--- src/rtl/bus_arbiter_if.sv ---
// Bundle of the two CPU-side Wishbone ports and the shared slave port.
// The arbiter connects through "slave"; the surrounding system connects through "master".
interface bus_arbiter_if #(
  parameter int AWIDTH = 32
);
  logic              ins_cyc_i;
  logic              ins_stb_i;
  logic [AWIDTH-1:0] ins_adr_i;
  logic [31:0]       ins_dat_o;
  logic              ins_ack_o;
  logic              ins_err_o;

  logic              dat_cyc_i;
  logic              dat_stb_i;
  logic              dat_we_i;
  logic [3:0]        dat_sel_i;
  logic [AWIDTH-1:0] dat_adr_i;
  logic [31:0]       dat_dat_i;
  logic [31:0]       dat_dat_o;
  logic              dat_ack_o;
  logic              dat_err_o;

  logic              s_cyc_o;
  logic              s_stb_o;
  logic              s_we_o;
  logic [3:0]        s_sel_o;
  logic [AWIDTH-1:0] s_adr_o;
  logic [31:0]       s_dat_o;
  logic [31:0]       s_dat_i;
  logic              s_ack_i;

  modport slave (
    input  ins_cyc_i, ins_stb_i, ins_adr_i,
    output ins_dat_o, ins_ack_o, ins_err_o,
    input  dat_cyc_i, dat_stb_i, dat_we_i, dat_sel_i, dat_adr_i, dat_dat_i,
    output dat_dat_o, dat_ack_o, dat_err_o,
    output s_cyc_o, s_stb_o, s_we_o, s_sel_o, s_adr_o, s_dat_o,
    input  s_dat_i, s_ack_i
  );

  modport master (
    output ins_cyc_i, ins_stb_i, ins_adr_i,
    input  ins_dat_o, ins_ack_o, ins_err_o,
    output dat_cyc_i, dat_stb_i, dat_we_i, dat_sel_i, dat_adr_i, dat_dat_i,
    input  dat_dat_o, dat_ack_o, dat_err_o,
    input  s_cyc_o, s_stb_o, s_we_o, s_sel_o, s_adr_o, s_dat_o,
    output s_dat_i, s_ack_i
  );
endinterface

--- src/rtl/bus_arbiter.sv ---
// Two-master (fetch, data) to one-slave classic Wishbone arbiter with data priority,
// fetch anti-starvation counter and a no-ack watchdog.
module bus_arbiter #(
  parameter int AWIDTH   = 32,
  parameter int MAX_WAIT = 4,
  parameter int TIMEOUT  = 255
) (
  input  logic         clk_i,
  input  logic         rst_i,
  bus_arbiter_if.slave bus,
  output logic [1:0]   grant
);

  typedef enum logic [1:0] {
    IDLE    = 2'd0,
    GNT_INS = 2'd1,
    GNT_DAT = 2'd2
  } state_e;

  localparam logic [3:0] MAX_WAIT_L = 4'(MAX_WAIT);
  localparam logic [7:0] TIMEOUT_L  = 8'(TIMEOUT);

  state_e     state_q, state_d;
  logic [3:0] ins_wait_q, ins_wait_d;
  logic [7:0] wd_q, wd_d;

  logic owner_cyc_s;
  logic owner_stb_s;
  logic wd_hit_s;
  logic ack_s;
  logic err_s;

  // State register and counters
  always_ff @(posedge clk_i) begin
    if (rst_i) begin
      state_q    <= IDLE;
      ins_wait_q <= 4'd0;
      wd_q       <= 8'd0;
    end else begin
      state_q    <= state_d;
      ins_wait_q <= ins_wait_d;
      wd_q       <= wd_d;
    end
  end

  // Current owner's request lines
  always_comb begin
    owner_cyc_s = 1'b0;
    owner_stb_s = 1'b0;
    case (state_q)
      GNT_INS: begin
        owner_cyc_s = bus.ins_cyc_i;
        owner_stb_s = bus.ins_stb_i;
      end
      GNT_DAT: begin
        owner_cyc_s = bus.dat_cyc_i;
        owner_stb_s = bus.dat_stb_i;
      end
      default: begin
        owner_cyc_s = 1'b0;
        owner_stb_s = 1'b0;
      end
    endcase
  end

  // An ack in the timeout cycle takes precedence over the error; nothing reaches a master during reset.
  assign wd_hit_s = (state_q != IDLE) && (wd_q >= TIMEOUT_L);
  assign ack_s    = owner_cyc_s && bus.s_ack_i && !rst_i;
  assign err_s    = owner_cyc_s && wd_hit_s && !bus.s_ack_i && !rst_i;
  assign grant    = state_q;

  // Next-state, starvation counter and watchdog
  always_comb begin
    state_d    = state_q;
    ins_wait_d = ins_wait_q;
    wd_d       = wd_q;
    case (state_q)
      IDLE: begin
        wd_d = 8'd0;
        if (bus.dat_cyc_i && (!bus.ins_cyc_i || (ins_wait_q < MAX_WAIT_L))) begin
          state_d = GNT_DAT;
          if (bus.ins_cyc_i) begin
            ins_wait_d = (ins_wait_q == 4'hF) ? 4'hF : (ins_wait_q + 4'd1);
          end else begin
            ins_wait_d = 4'd0;
          end
        end else if (bus.ins_cyc_i) begin
          state_d    = GNT_INS;
          ins_wait_d = 4'd0;
        end else begin
          state_d    = IDLE;
          ins_wait_d = 4'd0;
        end
      end
      GNT_INS, GNT_DAT: begin
        // Ack, timeout or a dropped cyc all release the slave, leaving one dead IDLE cycle.
        if (!owner_cyc_s || bus.s_ack_i || wd_hit_s) begin
          state_d = IDLE;
          wd_d    = 8'd0;
        end else if (owner_stb_s) begin
          state_d = state_q;
          wd_d    = wd_q + 8'd1;
        end else begin
          state_d = state_q;
          wd_d    = wd_q;
        end
      end
      default: begin
        state_d    = IDLE;
        ins_wait_d = 4'd0;
        wd_d       = 8'd0;
      end
    endcase
  end

  // Slave-side muxing and response routing
  always_comb begin
    bus.s_cyc_o   = 1'b0;
    bus.s_stb_o   = 1'b0;
    bus.s_we_o    = 1'b0;
    bus.s_sel_o   = 4'h0;
    bus.s_adr_o   = {AWIDTH{1'b0}};
    bus.s_dat_o   = 32'h0;
    bus.ins_dat_o = 32'h0;
    bus.ins_ack_o = 1'b0;
    bus.ins_err_o = 1'b0;
    bus.dat_dat_o = 32'h0;
    bus.dat_ack_o = 1'b0;
    bus.dat_err_o = 1'b0;
    case (state_q)
      GNT_INS: begin
        bus.s_cyc_o   = bus.ins_cyc_i && !wd_hit_s;
        bus.s_stb_o   = bus.ins_stb_i && !wd_hit_s;
        bus.s_sel_o   = 4'hF;
        bus.s_adr_o   = bus.ins_adr_i;
        bus.ins_dat_o = bus.s_dat_i;
        bus.ins_ack_o = ack_s;
        bus.ins_err_o = err_s;
      end
      GNT_DAT: begin
        bus.s_cyc_o   = bus.dat_cyc_i && !wd_hit_s;
        bus.s_stb_o   = bus.dat_stb_i && !wd_hit_s;
        bus.s_we_o    = bus.dat_we_i;
        bus.s_sel_o   = bus.dat_sel_i;
        bus.s_adr_o   = bus.dat_adr_i;
        bus.s_dat_o   = bus.dat_dat_i;
        bus.dat_dat_o = bus.s_dat_i;
        bus.dat_ack_o = ack_s;
        bus.dat_err_o = err_s;
      end
      default: begin
        bus.s_cyc_o = 1'b0;
      end
    endcase
  end

endmodule

--- src/flat_wrapper.sv ---
// flat-port wrapper written by rule: the top's interface ports become plain ports
module bus_arbiter_flat 
#(
  parameter int AWIDTH   = 32,
  parameter int MAX_WAIT = 4,
  parameter int TIMEOUT  = 255
)
  (clk_i, rst_i, grant, bus_ins_cyc_i, bus_ins_stb_i, bus_ins_adr_i, bus_ins_dat_o, bus_ins_ack_o, bus_ins_err_o, bus_dat_cyc_i, bus_dat_stb_i, bus_dat_we_i, bus_dat_sel_i, bus_dat_adr_i, bus_dat_dat_i, bus_dat_dat_o, bus_dat_ack_o, bus_dat_err_o, bus_s_cyc_o, bus_s_stb_o, bus_s_we_o, bus_s_sel_o, bus_s_adr_o, bus_s_dat_o, bus_s_dat_i, bus_s_ack_i);
  bus_arbiter_if #(.AWIDTH(AWIDTH)) bus_i ();
  input  logic clk_i;
  input  logic rst_i;
  output logic [1:0] grant;
  input wire logic [$bits(bus_i.ins_cyc_i)-1:0] bus_ins_cyc_i;
  input wire logic [$bits(bus_i.ins_stb_i)-1:0] bus_ins_stb_i;
  input wire logic [$bits(bus_i.ins_adr_i)-1:0] bus_ins_adr_i;
  output wire logic [$bits(bus_i.ins_dat_o)-1:0] bus_ins_dat_o;
  output wire logic [$bits(bus_i.ins_ack_o)-1:0] bus_ins_ack_o;
  output wire logic [$bits(bus_i.ins_err_o)-1:0] bus_ins_err_o;
  input wire logic [$bits(bus_i.dat_cyc_i)-1:0] bus_dat_cyc_i;
  input wire logic [$bits(bus_i.dat_stb_i)-1:0] bus_dat_stb_i;
  input wire logic [$bits(bus_i.dat_we_i)-1:0] bus_dat_we_i;
  input wire logic [$bits(bus_i.dat_sel_i)-1:0] bus_dat_sel_i;
  input wire logic [$bits(bus_i.dat_adr_i)-1:0] bus_dat_adr_i;
  input wire logic [$bits(bus_i.dat_dat_i)-1:0] bus_dat_dat_i;
  output wire logic [$bits(bus_i.dat_dat_o)-1:0] bus_dat_dat_o;
  output wire logic [$bits(bus_i.dat_ack_o)-1:0] bus_dat_ack_o;
  output wire logic [$bits(bus_i.dat_err_o)-1:0] bus_dat_err_o;
  output wire logic [$bits(bus_i.s_cyc_o)-1:0] bus_s_cyc_o;
  output wire logic [$bits(bus_i.s_stb_o)-1:0] bus_s_stb_o;
  output wire logic [$bits(bus_i.s_we_o)-1:0] bus_s_we_o;
  output wire logic [$bits(bus_i.s_sel_o)-1:0] bus_s_sel_o;
  output wire logic [$bits(bus_i.s_adr_o)-1:0] bus_s_adr_o;
  output wire logic [$bits(bus_i.s_dat_o)-1:0] bus_s_dat_o;
  input wire logic [$bits(bus_i.s_dat_i)-1:0] bus_s_dat_i;
  input wire logic [$bits(bus_i.s_ack_i)-1:0] bus_s_ack_i;
  assign bus_i.ins_cyc_i = bus_ins_cyc_i;
  assign bus_i.ins_stb_i = bus_ins_stb_i;
  assign bus_i.ins_adr_i = bus_ins_adr_i;
  assign bus_ins_dat_o = bus_i.ins_dat_o;
  assign bus_ins_ack_o = bus_i.ins_ack_o;
  assign bus_ins_err_o = bus_i.ins_err_o;
  assign bus_i.dat_cyc_i = bus_dat_cyc_i;
  assign bus_i.dat_stb_i = bus_dat_stb_i;
  assign bus_i.dat_we_i = bus_dat_we_i;
  assign bus_i.dat_sel_i = bus_dat_sel_i;
  assign bus_i.dat_adr_i = bus_dat_adr_i;
  assign bus_i.dat_dat_i = bus_dat_dat_i;
  assign bus_dat_dat_o = bus_i.dat_dat_o;
  assign bus_dat_ack_o = bus_i.dat_ack_o;
  assign bus_dat_err_o = bus_i.dat_err_o;
  assign bus_s_cyc_o = bus_i.s_cyc_o;
  assign bus_s_stb_o = bus_i.s_stb_o;
  assign bus_s_we_o = bus_i.s_we_o;
  assign bus_s_sel_o = bus_i.s_sel_o;
  assign bus_s_adr_o = bus_i.s_adr_o;
  assign bus_s_dat_o = bus_i.s_dat_o;
  assign bus_i.s_dat_i = bus_s_dat_i;
  assign bus_i.s_ack_i = bus_s_ack_i;
  bus_arbiter #(.AWIDTH(AWIDTH), .MAX_WAIT(MAX_WAIT), .TIMEOUT(TIMEOUT)) u_core (.clk_i(clk_i), .rst_i(rst_i), .bus(bus_i), .grant(grant));
endmodule
--- config.mk ---
export PLATFORM = sky130hd
export DESIGN_NAME = bus_arbiter_flat
export DESIGN_NICKNAME = d
export VERILOG_FILES = /design/src/rtl/bus_arbiter_if.sv /design/src/rtl/bus_arbiter.sv /design/src/flat_wrapper.sv
export SDC_FILE = /design/constraint.sdc
export NUM_CORES = 1
export LEC_CHECK = 0
export CORE_AREA = 8 8 103 105
export DETAILED_ROUTE_END_ITERATION = 8
export DIE_AREA = 0 0 111 113
export HOLD_SLACK_MARGIN = 0.03
export PLACE_DENSITY = 0.77
export SLEW_MARGIN = 20
export SYNTH_ARGS = -nofsm -noshare
export SYNTH_HDL_FRONTEND = slang
export SYNTH_SLANG_ARGS = --single-unit
--- constraint.sdc ---
create_clock -name clk_i -period 3.7 [get_ports clk_i]
set_input_delay 0.555 -clock clk_i [delete_from_list [all_inputs] [get_ports clk_i]]
set_output_delay 0.555 -clock clk_i [all_outputs]
set_load 0.01 [all_outputs]
==> results of run 1 <==
-- cells by family after synthesis --
logic type	share of synthesized area
AOI/OAI and AO/OA	0.1882
xor gates and xnor gates	0.02312
adders and majority gates	0.03303
buffers and inverters	0.05746
DFF	0.1480
muxes	0.02642
and+or+nand+nor	0.5238
-- area by class of cell --
type	instances	share of cell area
repair buffers	284	0.5877
multi-input cells	245	0.3120
flip-flops and latches	14	0.05790
well taps	111	0.02869
clock buffers	4	0.01137
inverters	3	0.002326
-- worst max-delay path, stage by stage (launching register included) --
cell             delay (ps)
dfxtp_1                 370
inv_1                    90
ha_1                    470
inv_2                    70
buf_4                   270
nor2_1                  240
nand2_1                 110
nor3b_1                 230
clkdlybuf4s50_1         580
-- layer usage --
metal | vias up | part of all wire | global-route usage
met5 | - | 0 | 0
met2 | 154 | 0.51 | 0.3378
met4 | 0 | 0.014 | 0.03243
met1 | 1369 | 0.37 | 0.1981
li1 | 1491 | - | -
met3 | 11 | 0.10 | 0.06667
-- flip-flops by register name (all words and copies together) (netlist names) --
register and count:
u_core.wd_q 8, u_core.ins_wait_q 4, u_core.grant 2
-- synthesized netlist by cell type (2+ instances only) --
| cell type | instances |
|---|---|
| inv_1 | 2 |
| and2_1 | 98 |
| nand3_1 | 3 |
| nor3_1 | 3 |
| nand2_1 | 10 |
| nand2b_1 | 2 |
| and3_1 | 3 |
| buf_2 | 3 |
| or4_1 | 2 |
| a21oi_1 | 9 |
| a22oi_1 | 34 |
| nor2_1 | 50 |
| clkbuf_1 | 17 |
| o21ai_0 | 2 |
| xor2_1 | 2 |
| buf_1 | 5 |
| nor3b_1 | 2 |
| mux2i_1 | 5 |
| xnor2_1 | 3 |
| a31oi_1 | 2 |
| ha_1 | 5 |
| dfxtp_1 | 14 |
-- how the worst max path moves through the flow --
stage	start	end
2_1_floorplan	u_core.grant[0]	bus_s_adr_o[0]
3_3_place_gp	bus_dat_cyc_i	bus_dat_err_o
3_5_place_dp	u_core.grant[0]	bus_dat_ack_o
6_report	u_core.grant[0]	bus_dat_ack_o
5_1_grt	u_core.grant[0]	bus_dat_ack_o
4_1_cts	u_core.grant[0]	bus_dat_ack_o
-- where the power goes --
part	switching, mW	total (mW)	internal [mW]
registers	0.00269	0.157	0.154
logic	0.161	0.426	0.264
clock network	0.0553	0.150	0.0943
total	0.219	0.732	0.513
-- per-stage QoR --
step	utilization	instance area [µm²]	std cells
floorplan	-	1894	287
global placement	0.5331	4786	657
detailed placement	0.5331	4786	657
CTS	0.5392	4841	661
global route	0.5392	4841	661
finish	0.5392	4841	661
==> results_dict.tcl, run 1 <==
set metrics [dict create \
    initial_utilization 0.2110 \
    wirelength_mm 12.47 \
    worstSetupStartpointType "flip-flop" \
    synth_top_cell_by_area "and2_1" \
    synthCells 287 \
    hold_depth 1 \
    worst_slew_pin_slew_ps 605.6 \
    vdd_drop_max_mv 0.1631 \
    tns_ps 0 \
    cts_htree_levels 1 \
    synth_edf_count 0 \
    post-route-min-period_ps 3256 \
    synth_area_um2 1894 \
    yosysUniqueCellTypes 33 \
    nFillCells 841 \
    num-nets-final 696 \
    grt_max_degree 109 \
    gr-usage-all-layers 0.1838 \
    num_vias 3025 \
    hold_ws_ps 488.6 \
    port_buffers 280 \
    cp.required_ps 3140 \
    crit_path_end_kind "output pin" \
    rrSetupSlack_ps 1330 \
    async_flop_share 0 \
    relSlewSlack 0.5906 \
    ys_seq_area_frac 0.1480 \
    r2r-start "u_core.grant[0]" \
    hold_path.class "reg2reg" \
    overflow 0 \
    path_class "reg2out" \
    multi_input_area_um2 1510 \
    critPathMaxFanout 42 \
    cts_setup_buffers 0 \
    cts_tree "done" \
    outcome "complete, no violations" \
    arrival_ps 2700 \
    cts_hold_buf 0 \
    layout_commonest_cell "clkdlybuf4s50_1" \
    synth_warnings 0 \
    drive_gt1_frac 0.02545 \
    synth_top_area_share 0.3236 \
    powerDensity_nw_per_um2 151.2 \
    post-dp-hpwl_mm 10.30 \
    first_iter_violations 187 \
    report.final.slew_viol_count 0 \
    cts_root_buffer "clkbuf_8" \
    clock-sinks 14 \
    rows 35 \
    clkTransAtPathRegs_ps 60 \
    avgSynthCellArea_um2 6.600 \
    r2r_end "u_core.wd_q[6]" \
    p_leak_nw 1.734 \
    synth_area_leaders "and2_1 (32%), dfxtp_1 (15%), a22oi_1 (13%), nor2_1 (9.9%), clkbuf_1 (3.4%)" \
    gp_congestion 0.7965 \
    hold_viol 0 \
    synth_fp_nets 432 \
    fmax_mhz 307.1 \
    clock_latency_ps 250 \
    core_area_um2 8977 \
    hp-start "u_core.ins_wait_q[0]" \
    diodes 0 \
    power.total_uw 732.2 \
    drtPass1Iterations 4 \
    skew_ps 1.914 \
    die_w_um 111 \
    ant_nets 0 \
    grt_pass1_vias 3077 \
    antenna_found_initial 0 \
    synth_ff_type "dfxtp_1" \
    pre_cts_slack_ps 690.4 \
    cts-resized-gates 0 \
    setup_viol 0 \
    dieArea_um2 12540 \
    fin_crit_sh 0.8800 \
    vias_per_cell 4.576 \
    final.setup.worst_slack_ps 444.0 \
    cts_buffer_depth 2 \
    reg2reg_depth 7 \
    grt_first_pass_wirelength_mm 18.75 \
    cap_violations 0 \
    register_area_um2 280.3 \
    worstHoldEndpoint "u_core.ins_wait_q[0]" \
    cts_inserted_buffers 3 \
    final_cell_mix "clkdlybuf4s50_1 (280), and2_1 (98), nor2_1 (50)" \
    areaGrowthSynthToFinish_pct 155.5 \
    die_h_um 113 \
    wl_per_cell_um 18.86 \
    remaining_drc_errors 0 \
    io_pins 281 \
    synth-seq-cells 14 \
    rsz0062_at_grt "no" \
]
(Power assumes the default switching activity.)
==> run 2, diff against run 1 <==
- CORE_AREA: 8 8 103 105 -> not set
- CORE_ASPECT_RATIO: not set -> 0.9
- CORE_MARGIN: not set -> 8
- CORE_UTILIZATION: not set -> 22
- DIE_AREA: 0 0 111 113 -> not set
- PLACE_DENSITY: 0.77 -> 0.82
- SETUP_SLACK_MARGIN: not set -> 0.1
- clock period: 3.7 -> 2.7 ns (I/O delays scaled with it)
==> results_dict.tcl, run 2 (synthesized netlist as in run 1, its figures left out) <==
set metrics [dict create \
    final_cell_mix "clkdlybuf4s50_1 (275), and2_1 (98), nor2_1 (49)" \
    dp_cells 672 \
    register_area_um2 282.8 \
    instances_no_fill 675 \
    largest_register_ffs 8 \
    final.setup.worst_slack_ps 172.0 \
    overflow 0 \
    nFillCells 748 \
    gr-usage-all-layers 0.2071 \
    max_stage_delay_ps 550 \
    clock-sinks 14 \
    grt_first_pass_wirelength_mm 19.44 \
    path_buf_inv 2 \
    rrSetupSlack_ps 570 \
    hold_depth 1 \
    outcome "complete, no violations" \
    worstSetupStartpointType "flip-flop" \
    layout_commonest_cell "clkdlybuf4s50_1" \
    hold_viol 0 \
    grt_pass1_vias 3299 \
    wirelength_mm 13.23 \
    cts_tree "done" \
    path_delay_family "simple AND/OR/NAND/NOR gates" \
    pre_cts_slack_ps 169.7 \
    vias_per_cell 4.677 \
    grt_max_degree 55 \
    cts_hold_buf 0 \
    first_iter_violations 262 \
    areaGrowthSynthToFinish_pct 159.7 \
    top_layer "met4" \
    remaining_drc_errors 0 \
    relSlewSlack 0.6954 \
    die_w_um 113.8 \
    wl_per_cell_um 19.60 \
    wl_met2_mm 6.566 \
    drive_gt1_frac 0.04496 \
    post-dp-hpwl_mm 11.00 \
    r2r-start "u_core.grant[1]" \
    diodes 0 \
    hp-start "u_core.ins_wait_q[0]" \
    io_pins 281 \
    multi_input_area_um2 1521 \
    fin_crit_sh 0.9363 \
    clock_latency_ps 240 \
    path_cells "inv_1, ha_2, or4b_4, nand2_1, nor2_1, clkdlybuf4s50_1" \
    fmax_mhz 395.6 \
    reg2reg_depth 7 \
    path_class "reg2out" \
    wl_met3_mm 1.658 \
    antenna_found_initial 0 \
    cap_violations 0 \
    clkTransAtPathRegs_ps 50 \
    largest-register "u_core.wd_q" \
    rows 32 \
    cts_root_buffer "clkbuf_8" \
    arrival_ps 2120 \
    num_vias 3157 \
    dieArea_um2 11840 \
    core_area_um2 8488 \
    vdd_drop_max_mv 0.1589 \
    cp.depth 6 \
    num-nets-final 703 \
    met1_length_mm 4.810 \
    ant_nets 0 \
    p_leak_nw 1.828 \
    skew_ps 4.518 \
    drtPass1Iterations 4 \
    initial_utilization 0.2232 \
    crit_path_end_kind "output pin" \
    critPathMaxFanout 4 \
    worstSetupStartpoint "u_core.grant[1]" \
    powerDensity_nw_per_um2 200.4 \
    cts_setup_buffers 0 \
    crit_slowest_cell "or4b_4" \
    worst_slew_pin_slew_ps 452.1 \
    rsz0062_at_grt "no" \
    post-route-min-period_ps 2528 \
    cts_htree_levels 1 \
    die_h_um 104.0 \
    tns_ps 0 \
    cts_inserted_buffers 3 \
    setup_viol 0 \
    port_buffers 280 \
    hold_path.class "reg2reg" \
    cts_buffer_depth 2 \
    report.final.slew_viol_count 0 \
    cp.required_ps 2300 \
    gp_congestion 0.9080 \
]
run 2: worst register-to-register path, cell delays in order, from the launching register on:
cell and delay, ps:
dfxtp_1 370, inv_1 90, ha_2 340, inv_2 60
buf_4 210, or4_1 570, and3_1 210, o21a_1 170
run 2: what timing repair did:
item / in CTS / in global routing
endpoints found under the setup margin: 10 / 12
resized for setup: 5 / 8
pin swaps: 0 / 0
run 2: final timing paths:
path,end
max,bus_s_cyc_o
min,u_core.ins_wait_q[0]
max reg2reg,u_core.wd_q[6]
min reg2reg,u_core.ins_wait_q[0]
run 2: report_power, final:
part | internal (mW) | switching [mW]
Combinational | 0.372 | 0.232
Clock | 0.0985 | 0.0678
Sequential | 0.212 | 0.00367
Total | 0.682 | 0.304
run 2: area by class of cell:
class / instances / share of cell area
Clock buffer: 3 / 0.008393
Inverter: 3 / 0.002289
Multi-Input combinational cell: 245 / 0.3093
Sequential cell: 14 / 0.05748
Tap cell: 119 / 0.03026
Timing Repair Buffer: 291 / 0.5923
run 2: metal layers:
layer / vias up / track usage
li1: 1508 / -
met1: 1418 / 0.2095
met2: 207 / 0.3822
met3: 24 / 0.09634
met4: 0 / 0.03229
met5: - / 0
run 2: stage by stage:
| stage | hold slack [ps] | cell area (µm²) | utilization | total power [mW] |
|---|---|---|---|---|
| global placement | 454.4 | 4848 | 0.5712 | 0.8070 |
| finish | 478.8 | 4920 | 0.5796 | 0.9857 |
| global route | 508.5 | 4920 | 0.5796 | 1.042 |
| detailed placement | 476.3 | 4848 | 0.5712 | 0.8179 |
| floorplan | 443.6 | 1894 | - | 0.4085 |
| CTS | 484.9 | 4898 | 0.5771 | 0.9890 |
